`src/rtl/fir_ctrl_if.sv`:
```
// ============================================================================
// Module      : fir_ctrl_if
// Description : Processor and stream side of the FIR sequencing controller.
//               Groups three links:
//                 - cfg_* : coefficient reload requests and coefficient words
//                 - s_*   : incoming sample stream
//                 - m_*   : result pulses
//               master = the environment driving the controller.
//               slave  = the controller.
// Revision    : 1.0 - initial release
// ============================================================================
`default_nettype none

interface fir_ctrl_if;
  logic        cfg_start;
  logic        cfg_valid;
  logic        cfg_ready;
  logic [15:0] cfg_data;
  logic        s_valid;
  logic        s_ready;
  logic [15:0] s_data;
  logic        m_valid;
  logic [15:0] m_data;

  modport master (
    output cfg_start, cfg_valid, cfg_data, s_valid, s_data,
    input  cfg_ready, s_ready, m_valid, m_data
  );

  modport slave (
    input  cfg_start, cfg_valid, cfg_data, s_valid, s_data,
    output cfg_ready, s_ready, m_valid, m_data
  );
endinterface

`default_nettype wire

```
`src/rtl/fir_ctrl.sv`:
```
// ============================================================================
// Module      : fir_ctrl
// Description : Sequencing controller in front of an N-tap FIR datapath.
//
//               Coefficient reload:
//                 - Coefficient words arrive one per handshake, tap 0 first.
//                 - They are staged, then committed with a one-cycle fir_load
//                   pulse.
//                 - Before loading, the in-flight samples are drained, so no
//                   result mixes old and new coefficients.
//
//               Sample path:
//                 - Samples are gated into the datapath (fir_valid_in).
//                 - Results are re-timed into m_valid / m_data pulses.
//
// Ports       : clk, rst        - clock, async active-high reset
//               bus (slave)     - cfg_*, s_*, m_* handshakes
//               fir_coeff       - N*16 coefficient bus, tap k at [16k+15:16k]
//               fir_load        - coefficient commit pulse
//               fir_valid_in    - one-cycle enable per accepted sample
//               fir_signal_in   - sample to datapath
//               fir_signal_out  - datapath result (OUT_LAT after enable)
//               running         - high while streaming samples
// Revision    : 1.0 - initial release
// ============================================================================
`default_nettype none

module fir_ctrl #(
  parameter int N       = 4,
  parameter int OUT_LAT = 1
) (
  input  wire logic              clk,
  input  wire logic              rst,
  fir_ctrl_if.slave              bus,
  output logic [N*16-1:0]        fir_coeff,
  output logic                   fir_load,
  output logic                   fir_valid_in,
  output logic [15:0]            fir_signal_in,
  input  wire logic [15:0]       fir_signal_out,
  output logic                   running
);

  localparam int IDXW = $clog2(N);

  typedef enum logic [2:0] {
    ST_IDLE   = 3'd0,
    ST_DRAIN  = 3'd1,
    ST_LOAD   = 3'd2,
    ST_COMMIT = 3'd3,
    ST_RUN    = 3'd4
  } state_t;

  state_t            r_state;
  logic [IDXW-1:0]   r_word_idx;
  logic [N*16-1:0]   r_staging;
  logic [N*16-1:0]   r_coeff;
  logic              r_load;
  logic              r_valid_in;
  logic [15:0]       r_sig_in;
  logic [OUT_LAT-1:0] r_vline;
  logic              r_m_valid;
  logic [15:0]       r_m_data;

  logic w_cfg_ready;
  logic w_s_ready;
  logic w_cfg_acc;
  logic w_s_acc;
  logic w_line_empty;
  logic w_last_word;

  // cfg_start has priority over a word or sample offered in the same cycle.
  // The ready flags therefore drop combinationally while cfg_start is high.
  assign w_cfg_ready  = (r_state == ST_LOAD) && !bus.cfg_start;
  assign w_s_ready    = (r_state == ST_RUN)  && !bus.cfg_start;
  assign w_cfg_acc    = bus.cfg_valid && w_cfg_ready;
  assign w_s_acc      = bus.s_valid && w_s_ready;
  // The enable register counts as in flight, as well as the delay line.
  assign w_line_empty = !r_valid_in && (r_vline == '0);
  assign w_last_word  = (r_word_idx == IDXW'(N - 1));

  // Control FSM: reload sequencing and coefficient commit
  always_ff @(posedge clk or posedge rst) begin
    if (rst) begin
      r_state    <= ST_IDLE;
      r_word_idx <= '0;
      r_staging  <= '0;
      r_coeff    <= '0;
      r_load     <= 1'b0;
    end else begin
      r_load <= 1'b0;
      case (r_state)
        ST_IDLE: begin
          if (bus.cfg_start) r_state <= ST_DRAIN;
        end
        ST_DRAIN: begin
          if (w_line_empty) begin
            r_word_idx <= '0;
            r_state    <= ST_LOAD;
          end
        end
        ST_LOAD: begin
          if (bus.cfg_start) begin
            r_word_idx <= '0;
          end else if (w_cfg_acc) begin
            r_staging[{r_word_idx, 4'b0000} +: 16] <= bus.cfg_data;
            if (w_last_word) begin
              r_word_idx <= '0;
              r_state    <= ST_COMMIT;
            end else begin
              r_word_idx <= r_word_idx + 1'b1;
            end
          end
        end
        ST_COMMIT: begin
          r_coeff <= r_staging;
          r_load  <= 1'b1;
          r_state <= ST_RUN;
        end
        ST_RUN: begin
          if (bus.cfg_start) r_state <= ST_DRAIN;
        end
        default: r_state <= ST_IDLE;
      endcase
    end
  end

  // Sample gating and result re-timing
  always_ff @(posedge clk or posedge rst) begin
    if (rst) begin
      r_valid_in <= 1'b0;
      r_sig_in   <= '0;
      r_vline    <= '0;
      r_m_valid  <= 1'b0;
      r_m_data   <= '0;
    end else begin
      r_valid_in <= w_s_acc;
      if (w_s_acc) r_sig_in <= bus.s_data;

      // The delay line mirrors the datapath latency. Its tail marks the
      // cycle in which fir_signal_out carries a result.
      r_vline[0] <= r_valid_in;
      for (int i = 1; i < OUT_LAT; i++) begin
        r_vline[i] <= r_vline[i-1];
      end

      r_m_valid <= r_vline[OUT_LAT-1];
      if (r_vline[OUT_LAT-1]) r_m_data <= fir_signal_out;
    end
  end

  assign bus.cfg_ready = w_cfg_ready;
  assign bus.s_ready   = w_s_ready;
  assign bus.m_valid   = r_m_valid;
  assign bus.m_data    = r_m_data;
  assign fir_coeff     = r_coeff;
  assign fir_load      = r_load;
  assign fir_valid_in  = r_valid_in;
  assign fir_signal_in = r_sig_in;
  assign running       = (r_state == ST_RUN);

endmodule

`default_nettype wire

```
`src/flat_wrapper.sv`:
```
// flat-port wrapper written by rule: the top's interface ports become plain ports
module fir_ctrl_flat 
#(
  parameter int N       = 4,
  parameter int OUT_LAT = 1
)
  (clk, rst, fir_coeff, fir_load, fir_valid_in, fir_signal_in, fir_signal_out, running, bus_cfg_start, bus_cfg_valid, bus_cfg_data, bus_s_valid, bus_s_data, bus_cfg_ready, bus_s_ready, bus_m_valid, bus_m_data);
  fir_ctrl_if bus_i ();
  input  wire logic clk;
  input  wire logic rst;
  output logic [N*16-1:0] fir_coeff;
  output logic fir_load;
  output logic fir_valid_in;
  output logic [15:0] fir_signal_in;
  input  wire logic [15:0] fir_signal_out;
  output logic running;
  input wire logic [$bits(bus_i.cfg_start)-1:0] bus_cfg_start;
  input wire logic [$bits(bus_i.cfg_valid)-1:0] bus_cfg_valid;
  input wire logic [$bits(bus_i.cfg_data)-1:0] bus_cfg_data;
  input wire logic [$bits(bus_i.s_valid)-1:0] bus_s_valid;
  input wire logic [$bits(bus_i.s_data)-1:0] bus_s_data;
  output wire logic [$bits(bus_i.cfg_ready)-1:0] bus_cfg_ready;
  output wire logic [$bits(bus_i.s_ready)-1:0] bus_s_ready;
  output wire logic [$bits(bus_i.m_valid)-1:0] bus_m_valid;
  output wire logic [$bits(bus_i.m_data)-1:0] bus_m_data;
  assign bus_i.cfg_start = bus_cfg_start;
  assign bus_i.cfg_valid = bus_cfg_valid;
  assign bus_i.cfg_data = bus_cfg_data;
  assign bus_i.s_valid = bus_s_valid;
  assign bus_i.s_data = bus_s_data;
  assign bus_cfg_ready = bus_i.cfg_ready;
  assign bus_s_ready = bus_i.s_ready;
  assign bus_m_valid = bus_i.m_valid;
  assign bus_m_data = bus_i.m_data;
  fir_ctrl #(.N(N), .OUT_LAT(OUT_LAT)) u_core (.clk(clk), .rst(rst), .bus(bus_i), .fir_coeff(fir_coeff), .fir_load(fir_load), .fir_valid_in(fir_valid_in), .fir_signal_in(fir_signal_in), .fir_signal_out(fir_signal_out), .running(running));
endmodule
```
`config.mk`:
```
export PLATFORM = sky130hd
export DESIGN_NAME = fir_ctrl_flat
export DESIGN_NICKNAME = d
export VERILOG_FILES = /design/src/rtl/fir_ctrl_if.sv /design/src/rtl/fir_ctrl.sv /design/src/flat_wrapper.sv
export SDC_FILE = /design/constraint.sdc
export NUM_CORES = 1
export LEC_CHECK = 0
export ABC_CLOCK_PERIOD_IN_PS = 7400
export BUFFER_PORTS_ARGS = -buffer_cell sky130_fd_sc_hd__buf_2
export CORE_UTILIZATION = 40
export DETAILED_ROUTE_END_ITERATION = 7
export PLACE_DENSITY = 0.6
export SKIP_LAST_GASP = 1
export SYNTH_ARGS = -nofsm -noshare
export SYNTH_HDL_FRONTEND = slang
export SYNTH_SLANG_ARGS = --single-unit
```
`constraint.sdc`:
```
create_clock -name clk -period 7.4 [get_ports clk]
set_input_delay 0.37 -clock clk [delete_from_list [all_inputs] [get_ports clk]]
set_output_delay 0.37 -clock clk [all_outputs]
set_load 0.005 [all_outputs]
```
==> reports/metrics.cfg, run 1 <==
[grt]
grt_pass1_wl_um = 24200
grt_pass1_vias = 4637
grt_util_all_layers_pct = 18.0
antenna_found_initial = 0
grt_max_degree = 91
grt-ovfl-total = 0

[route]
drc = 0
via_per_inst = 4.76
wl_per_cell_um = 15.5
drt_iter0_markers = 191
dr.pass1.iters = 4
routed_wl_um = 14800
via_count = 4543
ant_nets = 0

[layout]
regArea_um2 = 4230
final_nets = 780
areaGrowthSynthToFinish_pct = 22.3
multiInputGateArea_um2 = 2210
fill_cells = 1560
drive_gt1_share_pct = 33.9
antenna_cells = 0

[yosys]
synthesis.instances = 578
synth_flop_cell = dfrtp_1
synth_top_area_share_pct = 62.3
yosysMostFrequentCell = dfrtp_1
async_flop_share_pct = 100
synth-adder-area-share_pct = 1.11
yosysSeqAreaShare_pct = 62.3
synth-edff-count = 0
synth-simple-area-share_pct = 9.29
synthesis.area_um2 = 6790
ys_seq_elements = 169
syn_area_per_cell_um2 = 11.7
yosysTopAreaCell = dfrtp_1
synth_area_leaders = dfrtp_1 (62%), mux2_2 (8.0%), mux2i_1 (7.1%), nand2_1 (6.2%), o21ai_0 (4.7%)
ys_top_cells_by_count = dfrtp_1 (169), nand2_1 (112), o21ai_0 (64)
yosys_warnings = 0
synth_top_family_by_area = multiplexers
synth_mux_area_share_pct = 15.0
synth_compound_area_share_pct = 7.10
syn_nets = 637
yosysUniqueCellTypes = 29
synthXorXnorAreaFrac_pct = 0

[setup_path]
crit_buf_inv = 1
crit_family = simple AND/OR/NAND/NOR gates
max_stage_delay_ns = 0.87
critPathRequiredTime_ns = 7.71
slowest_stage = nor3b_2
cp_max_fo = 16
crit_arrival_ns = 2.78
crit_type = flip-flop to flip-flop
critPathLaunchType = flip-flop
cp_cell_sequence = inv_1, ha_1, nor3b_2, nand2_1, o31ai_1
end_kind = flip-flop

[sta]
fin_crit_sh_pct = 33.5
period_needed_ns = 2.48
tightestPinTransition_ns = 1.13
rsz0062_at_grt = false
hold_viol_final = 0
skew_ns = 0.00904
final.setup.tns_ns = 0
relSlewSlack_pct = 24.4
max_clock_freq_ghz = 0.404
slew_violations = 0
setup_viol_count_final = 0

[placed_design]
gp_congestion = 0.779
dp_hpwl_um = 10200
portBuffers = 154

[pwr]
leakagePower_nw = 4.57
p_total_mw = 3.10
power_density_nw_per_um2 = 373
max-vdd-ir-drop_v = 0.000172

[clocking]
clock-sinks = 169
cts_tree = built
insertion_delay_ns = 0.42
clk_pin_slew_ns = 0.07
ctsRootBufferMaster = clkbuf_16
numCtsBuffers = 17
postCtsSetupBuffers = 0
htree_levels = 4
ctsHoldBuffers = 0
cts_buffer_depth = 2
cts_resized = 0

[status]
status = finished clean

[floorplanning]
placementRows = 47
num_io_pins = 155
start_util_pct = 40.9
die_area_um2 = 17500
fp.coreArea_um2 = 16600
die_x_um = 132
die_h_um = 132

[min_path]
hold_path.class = input pin to async pin

[run]
maxCapViolCount = 0

-- worst paths after layout --
path | cells after the start | endpoint | from | slack (ns)
setup / recovery | 5 | u_core.r_staging[40]$_DFFE_PP0P_ | u_core.r_word_idx[0]$_DFFE_PP0P_ | 4.92
hold / removal | 2 | u_core.bus.m_data[11]$_DFFE_PP0P_ | rst | 0.07
setup reg to reg | 5 | u_core.r_staging[40]$_DFFE_PP0P_ | u_core.r_word_idx[0]$_DFFE_PP0P_ | 4.92
hold reg to reg | 0 | u_core.r_vline$_DFF_PP0_ | u_core.fir_valid_in$_DFF_PP0_ | 0.42
max in group asynchronous | 3 | u_core.r_staging[35]$_DFFE_PP0P_ | rst | 5.73
min in group clk | 2 | u_core.fir_signal_in[12]$_DFFE_PP0P_ | bus_s_data[12] | 0.18
-- cells in the final DEF (no fill, tap or decap), drive strengths merged, types with 2 or more instances in the layout --
| cell | instances |
|---|---|
| dfrtp | 169 |
| buf | 157 |
| nand2 | 113 |
| o21ai | 64 |
| inv | 59 |
| mux2 | 48 |
| mux2i | 48 |
| clkbuf | 17 |
| o31ai | 16 |
| ha | 6 |
| clkinvlp | 4 |
| clkinv | 4 |
| nor3b | 3 |
| nand3 | 3 |
| nor2 | 3 |
| nor4b | 3 |
| nand3b | 2 |
| or2 | 2 |
| nor2b | 2 |
| a22o | 2 |
| bufinv | 2 |
-- logic make-up after synthesis --
kind of cell               count (synthesis)
adders and majority gates                  6
muxes                                     96
buffers and inverters                     87
DFF                                      169
and+or+nand+nor                          135
AOI/OAI and AO/OA                         85
-- through the flow --
step	area (µm²)	util (%)	setup WS, ns	instances	hold WS, ns
6_report	8310	50.1	4.92	954	0.0747
5_1_grt	8310	50.1	4.72	954	0.144
4_1_cts	8310	50.1	4.99	954	0.103
3_5_place_dp	7710	46.5	5.02	922	0.418
3_3_place_gp	7710	46.5	5.10	922	0.415
2_1_floorplan	6790	-	2.45	578	0.352
-- registers in the layout, indices dropped and copies added (netlist names) --
| signal | flops |
|---|---|
| u_core.fir_valid_in | 1 |
| u_core.bus.m_data | 16 |
| u_core.r_vline | 1 |
| u_core.bus.m_valid | 1 |
| u_core.fir_coeff | 64 |
| u_core.fir_load | 1 |
| u_core.r_word_idx | 2 |
| u_core.r_staging | 64 |
| u_core.r_state | 3 |
| u_core.fir_signal_in | 16 |
-- area by class of cell --
cell class              count  share of cell area (%)
flip-flops and latches    169                    50.9
multi-input cells         322                    26.6
repair buffers            157                    9.55
clock buffers              17                    5.12
well taps                 220                    3.31
inverters                  54                    2.50
clock inverters            15                    2.00
-- routing by layer --
layer	part of all wire [%]	wire (µm)	global-route usage, %
met5	0	0	0
met4	1.5	226	6.07
met3	3.5	524	4.81
met2	50	7400	30.2
met1	45	6620	22.5
-- where the power goes --
part,switching [mW],internal [mW]
clock network,0.379,0.504
registers,0.156,1.24
logic,0.438,0.379
total,0.974,2.13
-- worst register-to-register path: cells and delay by family, from the launching register on --
family / cells / cell delay (ns)
and+or+nand+nor: 2 / 1.05
DFF: 1 / 0.53
AOI/OAI and AO/OA: 1 / 0.24
adders and majority gates: 1 / 0.39
buffers and inverters: 1 / 0.15
(Power assumes the default switching activity.)
==> run 2: changes to the inputs <==
--- a/config.mk
+++ b/config.mk
@@ -5,7 +5,7 @@
 export SDC_FILE = /design/constraint.sdc
 export NUM_CORES = 1
 export LEC_CHECK = 0
-export ABC_CLOCK_PERIOD_IN_PS = 7400
+export ABC_CLOCK_PERIOD_IN_PS = 2500
 export BUFFER_PORTS_ARGS = -buffer_cell sky130_fd_sc_hd__buf_2
 export CORE_UTILIZATION = 40
 export DETAILED_ROUTE_END_ITERATION = 7
==> constraint.sdc (replaced) <==
create_clock -name clk -period 2.5 [get_ports clk]
set_input_delay 0.125 -clock clk [delete_from_list [all_inputs] [get_ports clk]]
set_output_delay 0.125 -clock clk [all_outputs]
set_load 0.005 [all_outputs]
==> reports/metrics.cfg, run 2 (synthesis gave the netlist of run 1 again) <==
[floorplanning]
die_h_um = 132
num_io_pins = 155
die_x_um = 132
placementRows = 47
fp.coreArea_um2 = 16600
die_area_um2 = 17500
start_util_pct = 40.9

[pwr]
power_density_nw_per_um2 = 1080
clkPwrFrac_pct = 30.3
max-vdd-ir-drop_v = 0.000488
leakagePower_nw = 4.86
switching_share_pct = 29.7
intPower_mw = 6.78
comb_power_share_pct = 26.6
switchingPower_mw = 2.87
sequentialPowerShare_pct = 43.1

[route]
drt_iter0_markers = 184
drc = 0
ant_nets = 0
via_per_inst = 4.65
wl_per_cell_um = 15.3
via_count = 4695
routed_wl_um = 15400
dr.pass1.iters = 4

[sta]
period_needed_ns = 1.97
slew_violations = 0
rsz0062_at_grt = false
tightestPinTransition_ns = 0.689
setup_viol_count_final = 0
max_clock_freq_ghz = 0.507
fin_crit_sh_pct = 78.9
skew_ns = 0.00903
final.setup.tns_ns = 0
fin_hold_ws_ns = 0.0215
relSlewSlack_pct = 54.1
hold_viol_final = 0

[run]
maxCapViolCount = 0

[layout]
final_nets = 836
areaGrowthSynthToFinish_pct = 31.8
fill_cells = 1511
postLayoutCoreUtil_pct = 53.9
drive_gt1_share_pct = 32.4
regArea_um2 = 4230
layout_common_cells = dfrtp_1 (169), buf_2 (154), nand2_1 (112), o21ai_0 (64), inv_1 (53)
antenna_cells = 0
multiInputGateArea_um2 = 2210
mostFrequentLayoutCell = dfrtp_1

[grt]
grt-ovfl-total = 0
grt_pass1_vias = 4927
antenna_found_initial = 0
grt_pass1_wl_um = 25600
grt_max_degree = 130
grt_util_all_layers_pct = 19.0

[min_path]
min_path_cells = 3
hold_path.class = input pin to flip-flop
holdPathEnd = u_core.r_staging[1]$_DFFE_PP0P_
hp-start = bus_cfg_data[1]

[placed_design]
portBuffers = 154
gp_congestion = 0.794
dp_hpwl_um = 10300

[clocking]
ctsRootBufferMaster = clkbuf_16
cts_tree = built
cts_buffer_depth = 2
numCtsBuffers = 17
clk_pin_slew_ns = 0.07
clock-sinks = 169
postCtsSetupBuffers = 0
htree_levels = 4
insertion_delay_ns = 0.43

[setup_path]
r2r_end = u_core.r_staging[19]$_DFFE_PP0P_
critPathRequiredTime_ns = 2.84
critPathLaunchType = flip-flop
cp_max_fo = 16
r2r_start = u_core.r_word_idx[0]$_DFFE_PP0P_
crit_type = flip-flop to flip-flop
end_kind = flip-flop
r2r_slack_ns = 0.53
rr_worst_depth = 5
crit_arrival_ns = 2.31

[status]
status = finished clean

run 2: cell count changes in the layout (fill, tap and decap cells not counted), sizes merged:
| cell | previous run | this run |
|---|---|---|
| dlygate4sd3 | 0 | 48 |
| clkinvlp | 4 | 3 |
| clkinv | 4 | 1 |
| inv | 59 | 55 |
| buf | 157 | 165 |
| clkbuf | 17 | 21 |
| bufinv | 2 | 5 |
run 2: worst max-delay path by stage:
| stage | depth (start not counted) | endpoint | from |
|---|---|---|---|
| final | 5 | u_core.r_staging[19]$_DFFE_PP0P_ | u_core.r_word_idx[0]$_DFFE_PP0P_ |
| after global routing | 5 | u_core.r_staging[22]$_DFFE_PP0P_ | u_core.r_word_idx[0]$_DFFE_PP0P_ |
| after CTS | 5 | u_core.r_staging[19]$_DFFE_PP0P_ | u_core.r_word_idx[0]$_DFFE_PP0P_ |
| after detailed placement | 5 | u_core.r_staging[19]$_DFFE_PP0P_ | u_core.r_word_idx[0]$_DFFE_PP0P_ |
| after global placement | 5 | u_core.r_staging[16]$_DFFE_PP0P_ | u_core.r_word_idx[0]$_DFFE_PP0P_ |
| after floorplan | 1 | u_core.bus.m_data[0]$_DFFE_PP0P_ | rst |
run 2: power by group through the flow:
stage	Clock (mW)	Combinational, mW	Sequential (mW)
2_1_floorplan	0	1.41	4.18
3_3_place_gp	0	2.47	4.15
3_5_place_dp	0	2.54	4.20
4_1_cts	2.99	2.62	4.16
5_1_grt	3.09	2.93	4.27
6_report	2.93	2.57	4.15
run 2: final cells by class:
type | count | share of cell area, %
Inverter | 54 | 2.31
Clock inverter | 10 | 2.10
Clock buffer | 21 | 5.37
Sequential cell | 169 | 47.3
Multi-Input combinational cell | 322 | 24.7
Tap cell | 220 | 3.08
Timing Repair Buffer | 213 | 15.2
run 2: metrics by stage:
stage          instances  power [mW]  worst slack (ns)  cell area, µm²
2_1_floorplan        578        5.59             0.220            6790
3_3_place_gp         930        6.62             0.646            7800
3_5_place_dp         930        6.74             0.539            7800
4_1_cts             1009        9.77             0.533            8950
5_1_grt             1009        10.3             0.341            8950
6_report            1009        9.65             0.527            8950
run 2: routing by layer:
metal | share of wire, % | global-route usage [%] | wire (µm)
met4 | 1.2 | 7.09 | 190
met5 | 0 | 0 | 0
met1 | 44 | 24.0 | 6800
met2 | 50 | 31.2 | 7690
met3 | 4.6 | 5.34 | 704
run 2: critical path, stage by stage (launching register included):
cell     delay [ns]
dfrtp_1        0.53
inv_1          0.13
ha_1           0.39
and3b_1        0.55
nand2_1        0.12
mux2i_1        0.15
run 2: what timing repair did:
item	CTS	global route
setup endpoints to repair	0	0
hold buffers	48	0
resized for setup	0	0
hold endpoints to repair	241	0
